File: config.mk
export PLATFORM = sky130hd
export DESIGN_NAME = sim_sequencer
export DESIGN_NICKNAME = d
export VERILOG_FILES = /design/src/rtl/sim_sequencer.sv
export SDC_FILE = /design/constraint.sdc
export NUM_CORES = 1
export LEC_CHECK = 0
export CELL_PAD_IN_SITES_DETAIL_PLACEMENT = 1
export CELL_PAD_IN_SITES_GLOBAL_PLACEMENT = 2
export CORE_MARGIN = 2
export CORE_UTILIZATION = 32
export CTS_BUF_LIST = sky130_fd_sc_hd__clkbuf_4
export DETAILED_ROUTE_END_ITERATION = 10
export PLACE_DENSITY_LB_ADDON = 0.1
export SYNTH_ARGS = -nofsm -noshare
export SYNTH_HDL_FRONTEND = slang
export SYNTH_SLANG_ARGS = --single-unit
File: constraint.sdc
create_clock -name clk -period 2.5 [get_ports clk]
set_clock_uncertainty 0.1 [all_clocks]
set_input_delay 0.25 -clock clk [delete_from_list [all_inputs] [get_ports clk]]
set_output_delay 0.25 -clock clk [all_outputs]
set_load 0.02 [all_outputs]
File: src/rtl/sim_sequencer.sv
// sim_sequencer -- simulation harness sequencer for a CPU core.
//
// Purpose:
//   Holds the CPU in reset for RST_CYCLES cycles after RST releases, then lets it
//   run. While it runs, the block counts cycles, optionally inserts periodic RDY
//   stalls, optionally raises IRQ/NMI windows, and ends the run on one of these:
//   - an end-of-program flag,
//   - an opcode fetch from STOP_ADDR,
//   - a cycle limit (MAX_CYCLES).
//   The DONE state is sticky until RST and freezes the CPU with RDY=0.
//
// Optional feature:
//   SIM_SEQ_IRQ_EN -- when defined, the IRQ/NMI scheduler is built. When it is
//   undefined, IRQ and NMI are tied to 0.
//
// Ports:
//   clk        in   clock, all logic on the rising edge
//   RST        in   synchronous active-high reset
//   sync       in   CPU opcode-fetch strobe
//   AB         in   CPU address bus [AW-1:0]
//   WE         in   CPU write enable (monitored only, affects nothing)
//   onend      in   end-of-program flag from RAM
//   cpu_rst    out  reset to the CPU
//   RDY        out  CPU ready (0 during stalls and once finished)
//   IRQ        out  interrupt request, active-high
//   NMI        out  non-maskable interrupt, active-high
//   cycle_cnt  out  run-cycle count [31:0], saturating
//   done       out  run finished
//   timeout    out  run ended by the MAX_CYCLES limit
//
// All outputs are registered. Each is a function of the next state, so an output
// changes on the same edge as the state transition that explains it.

module sim_sequencer #(
  parameter int unsigned AW         = 16,
  parameter int unsigned RST_CYCLES = 2,
  parameter int unsigned MAX_CYCLES = 1000,
  parameter int unsigned RDY_PERIOD = 0,
  parameter int unsigned RDY_STALL  = 1,
  parameter logic [15:0] STOP_ADDR  = 16'hFFFF,
  parameter int unsigned IRQ_AT     = 0,
  parameter int unsigned IRQ_LEN    = 8,
  parameter int unsigned NMI_AT     = 0,
  parameter int unsigned NMI_LEN    = 2
) (
  input  logic          clk,
  input  logic          RST,
  input  logic          sync,
  input  logic [AW-1:0] AB,
  input  logic          WE,
  input  logic          onend,
  output logic          cpu_rst,
  output logic          RDY,
  output logic          IRQ,
  output logic          NMI,
  output logic [31:0]   cycle_cnt,
  output logic          done,
  output logic          timeout
);

  typedef enum logic [1:0] {
    HOLD  = 2'd0,
    RUN   = 2'd1,
    STALL = 2'd2,
    DONE  = 2'd3
  } state_e;

  localparam logic [AW-1:0] STOP_A      = STOP_ADDR[AW-1:0];
  localparam logic [31:0]   HOLD_LAST   = 32'(RST_CYCLES - 1);
  localparam logic [31:0]   MAX_LAST    = 32'(MAX_CYCLES - 1);
  localparam logic [31:0]   PERIOD_LAST = 32'(RDY_PERIOD - 1);
  localparam logic [31:0]   STALL_LAST  = 32'(RDY_STALL - 1);
  localparam bit            STALL_EN    = (RDY_PERIOD != 0);

  state_e      state_q, state_d;
  logic [31:0] hold_cnt_q, hold_cnt_d;
  logic [31:0] run_cnt_q, run_cnt_d;
  logic [31:0] stall_cnt_q, stall_cnt_d;
  logic [31:0] cycle_cnt_q, cycle_cnt_d;
  logic        cpu_rst_q, cpu_rst_d;
  logic        rdy_q, rdy_d;
  logic        done_q, done_d;
  logic        timeout_q, timeout_d;

  logic        stop_hit;
  logic        limit_hit;
  logic [31:0] cnt_inc;

  // WE is observed by the harness but intentionally drives nothing.
  logic we_unused;
  assign we_unused = WE;

  // ---------------------------------------------------------------------------
  // Next-state and next-output logic
  // ---------------------------------------------------------------------------
  always_comb begin
    stop_hit  = onend | (sync & (AB == STOP_A));
    limit_hit = (cycle_cnt_q == MAX_LAST);
    // Saturate instead of wrapping.
    cnt_inc   = (cycle_cnt_q == '1) ? cycle_cnt_q : cycle_cnt_q + 32'd1;

    state_d     = state_q;
    hold_cnt_d  = hold_cnt_q;
    run_cnt_d   = run_cnt_q;
    stall_cnt_d = stall_cnt_q;
    cycle_cnt_d = cycle_cnt_q;
    timeout_d   = timeout_q;

    case (state_q)
      HOLD: begin
        if (hold_cnt_q == HOLD_LAST) begin
          state_d    = RUN;
          hold_cnt_d = '0;
        end else begin
          hold_cnt_d = hold_cnt_q + 32'd1;
        end
      end

      RUN: begin
        cycle_cnt_d = cnt_inc;
        // Priority order: stop, then cycle limit, then stall entry.
        if (stop_hit) begin
          state_d   = DONE;
          timeout_d = 1'b0;
        end else if (limit_hit) begin
          state_d   = DONE;
          timeout_d = 1'b1;
        end else if (STALL_EN) begin
          // Stall spacing counts RUN cycles only. With a period of 4 and a stall
          // of 2, stalls start after cycle_cnt 3, 9, 15, ...
          if (run_cnt_q == PERIOD_LAST) begin
            state_d     = STALL;
            run_cnt_d   = '0;
            stall_cnt_d = '0;
          end else begin
            run_cnt_d = run_cnt_q + 32'd1;
          end
        end
      end

      STALL: begin
        cycle_cnt_d = cnt_inc;
        if (stop_hit) begin
          state_d   = DONE;
          timeout_d = 1'b0;
        end else if (limit_hit) begin
          state_d   = DONE;
          timeout_d = 1'b1;
        end else if (stall_cnt_q == STALL_LAST) begin
          state_d = RUN;
        end else begin
          stall_cnt_d = stall_cnt_q + 32'd1;
        end
      end

      DONE: begin
        // Sticky until RST. Everything is frozen.
        state_d = DONE;
      end

      default: begin
        state_d = HOLD;
      end
    endcase

    cpu_rst_d = (state_d == HOLD);
    rdy_d     = (state_d == HOLD) || (state_d == RUN);
    done_d    = (state_d == DONE);
  end

  // ---------------------------------------------------------------------------
  // State and output registers
  // ---------------------------------------------------------------------------
  always_ff @(posedge clk) begin
    if (RST) begin
      state_q     <= HOLD;
      hold_cnt_q  <= '0;
      run_cnt_q   <= '0;
      stall_cnt_q <= '0;
      cycle_cnt_q <= '0;
      cpu_rst_q   <= 1'b1;
      rdy_q       <= 1'b1;
      done_q      <= 1'b0;
      timeout_q   <= 1'b0;
    end else begin
      state_q     <= state_d;
      hold_cnt_q  <= hold_cnt_d;
      run_cnt_q   <= run_cnt_d;
      stall_cnt_q <= stall_cnt_d;
      cycle_cnt_q <= cycle_cnt_d;
      cpu_rst_q   <= cpu_rst_d;
      rdy_q       <= rdy_d;
      done_q      <= done_d;
      timeout_q   <= timeout_d;
    end
  end

  assign cpu_rst   = cpu_rst_q;
  assign RDY       = rdy_q;
  assign cycle_cnt = cycle_cnt_q;
  assign done      = done_q;
  assign timeout   = timeout_q;

  // ---------------------------------------------------------------------------
  // Interrupt scheduler
  // ---------------------------------------------------------------------------
`ifdef SIM_SEQ_IRQ_EN
  // Window bounds use 33 bits so that AT+LEN cannot overflow.
  localparam logic [32:0] IRQ_START = 33'(IRQ_AT);
  localparam logic [32:0] IRQ_END   = 33'(IRQ_AT) + 33'(IRQ_LEN);
  localparam logic [32:0] NMI_START = 33'(NMI_AT);
  localparam logic [32:0] NMI_END   = 33'(NMI_AT) + 33'(NMI_LEN);

  logic irq_q, irq_d;
  logic nmi_q, nmi_d;
  logic live;

  always_comb begin
    // Only qualify while running, and never carry an interrupt into DONE.
    live  = ((state_q == RUN) || (state_q == STALL)) &&
            ((state_d == RUN) || (state_d == STALL));
    irq_d = live && (IRQ_AT != 0) &&
            ({1'b0, cycle_cnt_q} >= IRQ_START) && ({1'b0, cycle_cnt_q} < IRQ_END);
    nmi_d = live && (NMI_AT != 0) &&
            ({1'b0, cycle_cnt_q} >= NMI_START) && ({1'b0, cycle_cnt_q} < NMI_END);
  end

  always_ff @(posedge clk) begin
    if (RST) begin
      irq_q <= 1'b0;
      nmi_q <= 1'b0;
    end else begin
      irq_q <= irq_d;
      nmi_q <= nmi_d;
    end
  end

  assign IRQ = irq_q;
  assign NMI = nmi_q;
`else
  assign IRQ = 1'b0;
  assign NMI = 1'b0;
`endif

endmodule

# Word-level counts from Yosys, hierarchy flattened
# Cells that the tools add are included.
[word_totals]
reg_bits = 102
elab_cells = 45
inputBits = 21
out_inout_bits = 38
[classes]
reduce_logical = 9
n_eq_ne = 9
bitwise = 6
mux = 10
add_sub_neg = 3
[ops]
columns = ["cell", "count"]
rows = [
  ["adder 32 x 1 -> 32 bit (second input constant)", 3],
  ["== test 32 x 1 -> 1 bit (second input constant)", 1],
  ["== test 32 x 10 -> 1 bit (second input constant)", 1],
  ["== test 32 bit (second input constant)", 1],
  ["zero test 32 bit", 1],
  ["2-to-1 mux 32 bit", 1],
  ["== test 16 bit (second input constant)", 1],
  ["2-to-1 mux 2 bit", 6],
  ["case mux 2 bit (4 select lines)", 1],
  ["== test 2 bit (second input constant)", 3],
  ["== test 2 x 1 -> 1 bit (second input constant)", 2],
  ["zero test 2 bit", 2],
  ["inverter 1 bit", 4],
  ["AND reduction 2 bit", 2],
  ["AND reduction 4 bit", 1],
  ["2-to-1 mux 1 bit", 2],
  ["nonzero test 2 bit", 1],
  ["OR reduction 2 bit", 1],
  ["bitwise AND 1 bit", 1],
  ["logical OR 1 bit", 1],
  ["OR 1 bit", 1],
]

# Logic depth before layout (Yosys ltp)
# Gate-level depths: netlist of the first run.
[depth]
word_depth = 7
depth_mapped = 11
depth_no_buf = 8

# Least setup slack after synthesis of the first run
# OpenSTA, ideal clock, no wires.
[synth_timing]
kind = "register to register"
startpoint = "register cycle_cnt_q[14], in the netlist cycle_cnt[14]"
endpoint = "register stall_cnt_q[25]"
t_arrival_ns = 2.517
n_path_buf = 2
slack_ns = -0.238
required_time_ns = 2.279
synth_period_minus_slack_ns = 2.738
path_stages_with_launch = 9
setup_ns = 0.121
path_cell_list = "dfxtp_1 or4_1 or4_4 nor4_4 or3_1 buf_6 buf_8 nor4_1 mux2_4"
[synth_between]
elab_chain_cells = 3
[synth_rtl]
columns = ["item", "line", "rtl"]
rows = [
  ["start: declaration", "79", "logic [31:0] cycle_cnt_q, cycle_cnt_d;"],
  ["start signal: assignment", "190", "cycle_cnt_q <= cycle_cnt_d;"],
  ["== test 32 x 10 -> 1 bit", "98", "limit_hit = (cycle_cnt_q == MAX_LAST);"],
  ["inverter 1 bit (no source line)", "-", ""],
  ["AND reduction 4 bit (no source line)", "-", ""],
  ["end signal: assignment", "189", "stall_cnt_q <= stall_cnt_d;"],
  ["end: declaration", "78", "logic [31:0] stall_cnt_q, stall_cnt_d;"],
]
# Every way passes these cells.
# A chain may end at the register's enable or synchronous reset.

# Final worst setup path of the first run
[layout_timing]
startpoint = "register cycle_cnt_q[14], in the netlist cycle_cnt[14]"
endpoint = "register stall_cnt_q[1]"
# Same word-level chain as after synthesis.

==> impl_metrics.tcl, run 1 <==
set metrics [dict create \
    drt_first_pass_iters 4 \
    path_clk_slew_ps 170 \
    fin_util_pct 42.45 \
    grt-ovfl-total 0 \
    area_growth_pct 29.53 \
    max-vdd-ir-drop_uv 195.0 \
    power_density_mw_per_mm2 465.5 \
    maxCapViolCount 0 \
    final.period_utilization_pct 98.81 \
    final.fill_count 1902 \
    cts_made_buffers 9 \
    die_y_um 131.8 \
    crit_arrival_ps 2760 \
    drcViolationCount 0 \
    start_util_pct 32.77 \
    place.gp.congestion 0.8224 \
    grt_max_degree 64 \
    instances_no_fill 949 \
    cts_root_buffer "clkbuf_4" \
    routedWlPerCell_um 16.13 \
    cts_tree "done" \
    vias 4954 \
    core_area_sq_mm 0.01594 \
    setup_tns_ps 0 \
    hp-class "register to register" \
    yosys.area.top_type "dfxtp_1" \
    worstSetupPathType "register to register" \
    final-hold-violation-count 0 \
    drive_gt1_share_pct 18.31 \
    groute.usage.overall_pct 17.91 \
    cp-start-kind "register" \
    cp.required_ps 2790 \
    fin_ws_ps 29.65 \
    max_freq_mhz 404.8 \
    viasPerCell 5.220 \
    p_total_mw 3.150 \
    outcome "completed" \
    grt_first_pass_wirelength_um 25490 \
    syn_area_sq_mm 0.005225 \
    synth-seq-area-share_pct 39.08 \
    cts.path.max_buffers 2 \
    clock_sinks 102 \
    synth.distinct_cells 52 \
    cts_htree_levels 3 \
    antenna_found_initial 1 \
    die_area_sq_mm 0.01737 \
    insertion_delay_ps 490 \
    yosys_warnings 0 \
    yosys-top-cells-area "dfxtp_1 (39%), xnor2_1 (5.7%), nor2_1 (5.1%)" \
    path_max_fanout 8 \
    ant_nets 0 \
    wirelength_um 15310 \
    rows 46 \
    synth-seq-cells 102 \
    drt_iter0_drc 140 \
    min_period_ps 2470 \
    rsz0062_at_grt "true" \
    dieWidth_um 131.8 \
    portBuffers 55 \
    io_pins 59 \
    syn_inst 615 \
    cp-end-kind "register" \
    layout_common_cells "dfxtp_1 (94), nor2_1 (71), buf_4 (67)" \
    synth_edf_count 0 \
    drv_slew 0 \
    pre_cts_ws_ps -208.8 \
    grt_pass1_vias 5170 \
    hpwl_um 11230 \
    setup_viol 0 \
    final_common_cell "dfxtp_1" \
    place_inst 929 \
    async_flop_share_pct 0 \
    synthDominantCellAreaShare_pct 39.08 \
    synthFlopType "dfxtp_1" \
    fin_nets 758 \
    syn_avg_cell_area_sq_um 8.496 \
    p_leak_nw 2.261 \
]
==> final cells by class <==
| cell class | count | area, sq um | area share (%) |
|---|---|---|---|
| multi-input combinational | 471 | 3077 | 45.46 |
| sequential | 102 | 2054 | 30.36 |
| timing repair buffer | 131 | 1196 | 17.67 |
| tap | 216 | 270.3 | 3.993 |
| clock buffer | 9 | 67.56 | 0.9983 |
| clock inverter | 7 | 55.05 | 0.8135 |
| inverter | 12 | 45.04 | 0.6656 |
| antenna | 1 | 2.502 | 0.03698 |
==> cells in the mapped netlist, drive strengths merged, types with 5 or more instances <==
master,n
a21oi,31
and3,12
and4,8
buf,12
clkbuf,19
dfxtp,102
ha,10
inv,12
mux2,6
nand2,37
nand3,28
nand4,33
nor2,71
nor2b,6
nor3,17
nor4,40
nor4b,7
o21a,5
o21ai,19
o31ai,13
or3,21
or4,16
xnor2,34
xor2,19
==> logic make-up (layout without fill, tap and decap cells) <==
kind of cell	after synthesis	in the layout	synth area share (%)
AOI/OAI and AO/OA	84	84	9.986
xor gates and xnor gates	53	53	8.884
DFF	102	102	39.08
adders and majority gates	10	10	2.395
other	1	3	0.07177
muxes	8	8	2.107
and+or+nand+nor	314	314	33.41
buffers and inverters	43	159	4.071
==> per-layer routing <==
metal	up-vias	global-route usage [%]	wire length [um]
met5	-	0	0
met4	0	6.099	267
met3	15	2.653	338
met2	50	31.79	7602
met1	2418	22.17	7098
li1	2471	-	-
==> flip-flops by register name, summed over array words and instances, names as in the netlist <==
name         flops
done             1
cycle_cnt       32
cpu_rst          1
timeout          1
hold_cnt_q      32
RDY              1
stall_cnt_q     32
state_q          2
==> stage by stage <==
stage	hold slack, ps	cell area, sq um
after floorplan	319.3	5245
after global placement	372.5	6466
after detailed placement	381.7	6466
after CTS	403.1	6671
after global routing	441.6	6768
final	403.1	6768
==> final timing paths <==
check | from | end | slack, ps | depth (start not counted)
worst max-delay path | cycle_cnt[14] | stall_cnt_q[1] | 30 | 8
worst min-delay path | stall_cnt_q[31] | stall_cnt_q[31] | 400 | 2
worst max register to register | cycle_cnt[14] | stall_cnt_q[1] | 30 | 8
worst min register to register | stall_cnt_q[31] | stall_cnt_q[31] | 400 | 2
==> critical path, cell delays in order, from the launching register on <==
cell and delay (ps):
dfxtp_4 380, or4_4 490, or4_4 430, nor4_4 270, or3_4 210, buf_6 130
buf_6 130, mux2i_1 180, nor2_1 50
==> power breakdown <==
part	internal [mW]	switching, mW	leakage (nW)	total [mW]
clock network	0.218	0.631	0.0668	0.849
registers	1.68	0.0439	0.827	1.72
logic	0.256	0.325	1.37	0.581
total	2.15	1.00	2.26	3.15
==> repair_timing <==
item	4_1_cts	5_1_grt
pin swaps	3	7
gates resized for setup	20	19
setup buffers	1	1
cloned	0	1
hold buffers	1	0
endpoints found under the setup margin	27	27
endpoints found under the hold margin	5	0
(Power assumes the default switching activity.)
==> inputs of run 2 (changes only) <==
PLACE_DENSITY_LB_ADDON = 0.12   (was 0.1)
==> impl_metrics.tcl, run 2 (synthesis gave the netlist of run 1 again) <==
set metrics [dict create \
    drcViolationCount 0 \
    p_total_mw 3.207 \
    regArea_sq_mm 0.002054 \
    io_pins 59 \
    die_y_um 131.8 \
    path_clk_slew_ps 180 \
    cp-end-kind "register" \
    start_util_pct 32.77 \
    max-vdd-ir-drop_uv 250.1 \
    min-delay-start "RST" \
    routedWlPerCell_um 16.36 \
    core_area_sq_mm 0.01594 \
    drt_first_pass_iters 4 \
    drv_slew 0 \
    fin_nets 755 \
    drive_gt1_share_pct 18.24 \
    grt_first_pass_wirelength_um 24940 \
    power.internal_mw 2.170 \
    p_sw_share_pct 32.33 \
    worstMarginPinSlew_ps 605.6 \
    path_max_fanout 11 \
    crit_path_max_incr_delay_ps 480 \
    min_period_ps 2535 \
    area_growth_pct 29.21 \
    drt_iter0_drc 238 \
    ant_nets 0 \
    final.period_utilization_pct 101.4 \
    grt-ovfl-total 0 \
    final_common_cell "dfxtp_1" \
    slowest_stage "or4_1" \
    p_sw_mw 1.037 \
    final-hold-violation-count 0 \
    worstSetupPathType "register to register" \
    dieWidth_um 131.8 \
    path_cells "or4_1, or4_4, nor4_4, or3_4, clkbuf_16, nor3b_1, mux2_4" \
    p_seq_share_pct 53.6 \
    cts_tree "done" \
    rsz0062_at_grt "true" \
    clock_power_share_pct 28.0 \
    outcome "complete, but fails checks" \
    combPwrFrac_pct 18.4 \
    layout_common_cells "dfxtp_1 (94), nor2_1 (71), buf_4 (69)" \
    insertion_delay_ps 490 \
    cp.required_ps 2800 \
    antenna_found_initial 1 \
    clock_sinks 102 \
    path_delay_family "simple AND/OR/NAND/NOR gates" \
    finalHoldWorstSlack_ps 88.35 \
    max_slew_margin_pct 59.26 \
    startpoint "cycle_cnt[14]" \
    multi_input_area_sq_mm 0.003089 \
    vias 4976 \
    cp-start-kind "register" \
    die_area_sq_mm 0.01737 \
    fin_util_pct 42.35 \
    power_density_mw_per_mm2 475.0 \
    place_inst 921 \
    final.fill_count 1940 \
    pre_cts_ws_ps -169.0 \
    cts_root_buffer "clkbuf_4" \
    rows 46 \
    violations "setup timing" \
    viasPerCell 5.260 \
    maxCapViolCount 0 \
    groute.usage.overall_pct 17.42 \
    cts_made_buffers 9 \
    setup_tns_ps -83.52 \
    grt_pass1_vias 5000 \
    cp.buffers_inverters 1 \
    cts.path.max_buffers 2 \
    portBuffers 55 \
    post_dp_cell_area_sq_mm 0.006406 \
    fin_ws_ps -35.12 \
    hpwl_um 11080 \
    r2r-start "cycle_cnt[14]" \
    crit_arrival_ps 2840 \
    cts_htree_levels 3 \
    place.gp.congestion 0.7855 \
    max_freq_mhz 394.5 \
    instances_no_fill 946 \
    hp-class "primary input to register" \
    setup_viol 6 \
    design_area_sq_mm 0.006751 \
    p_leak_nw 2.242 \
    grt_max_degree 36 \
    wirelength_um 15480 \
]
==> run 2: cell count changes in the layout (fill, tap and decap cells not counted), sizes merged <==
| cell | delta |
|---|---|
| clkinv | +2 |
| inv | -1 |
| buf | -2 |
| dlygate4sd3 | -1 |
| clkinvlp | -1 |
==> run 2: metal layers <==
metal | part of all wire (%) | track usage (%)
met5 | 0 | 0
met1 | 46 | 21.13
met4 | 0.69 | 3.744
met3 | 3.2 | 4.460
met2 | 50 | 31.09
==> run 2: power by group through the flow <==
stage / sequential (mW) / combinational [mW] / clock [mW]
floorplan: 1.77 / 0.300 / 0
detailed placement: 1.75 / 0.558 / 0
global route: 1.73 / 0.644 / 1.01
CTS: 1.72 / 0.569 / 0.947
finish: 1.72 / 0.589 / 0.897
global placement: 1.75 / 0.542 / 0
==> run 2: path summary, 6_finish.rpt <==
kind	depth (start not counted)	to	slack (ps)
setup / recovery	7	stall_cnt_q[27]	-40
hold / removal	2	stall_cnt_q[21]	90
setup reg to reg	7	stall_cnt_q[27]	-40
hold reg to reg	2	stall_cnt_q[6]	400
==> run 2: area by class of cell <==
cell class	count	share of cell area [%]
Sequential cell	102	30.43
Antenna cell	1	0.03706
Multi-Input combinational cell	471	45.76
Clock inverter	7	1.168
Tap cell	216	4.003
Clock buffer	9	1.001
Inverter	12	0.6672
Timing Repair Buffer	128	16.94
==> run 2: what timing repair did <==
action,4_1_cts,5_1_grt
gates resized for setup,9,23
endpoints found under the hold margin,0,0
hold buffers,0,0
cloned,0,1
endpoints found under the setup margin,15,29
pin swaps,3,6
buffers inserted,2,5
==> inputs of run 3 (changes only) <==
CTS_CLUSTER_DIAMETER = 40   (was not set)
==> results of run 3 <==
Same layout as run 2: the final DEF is identical, and so are final timing and power.
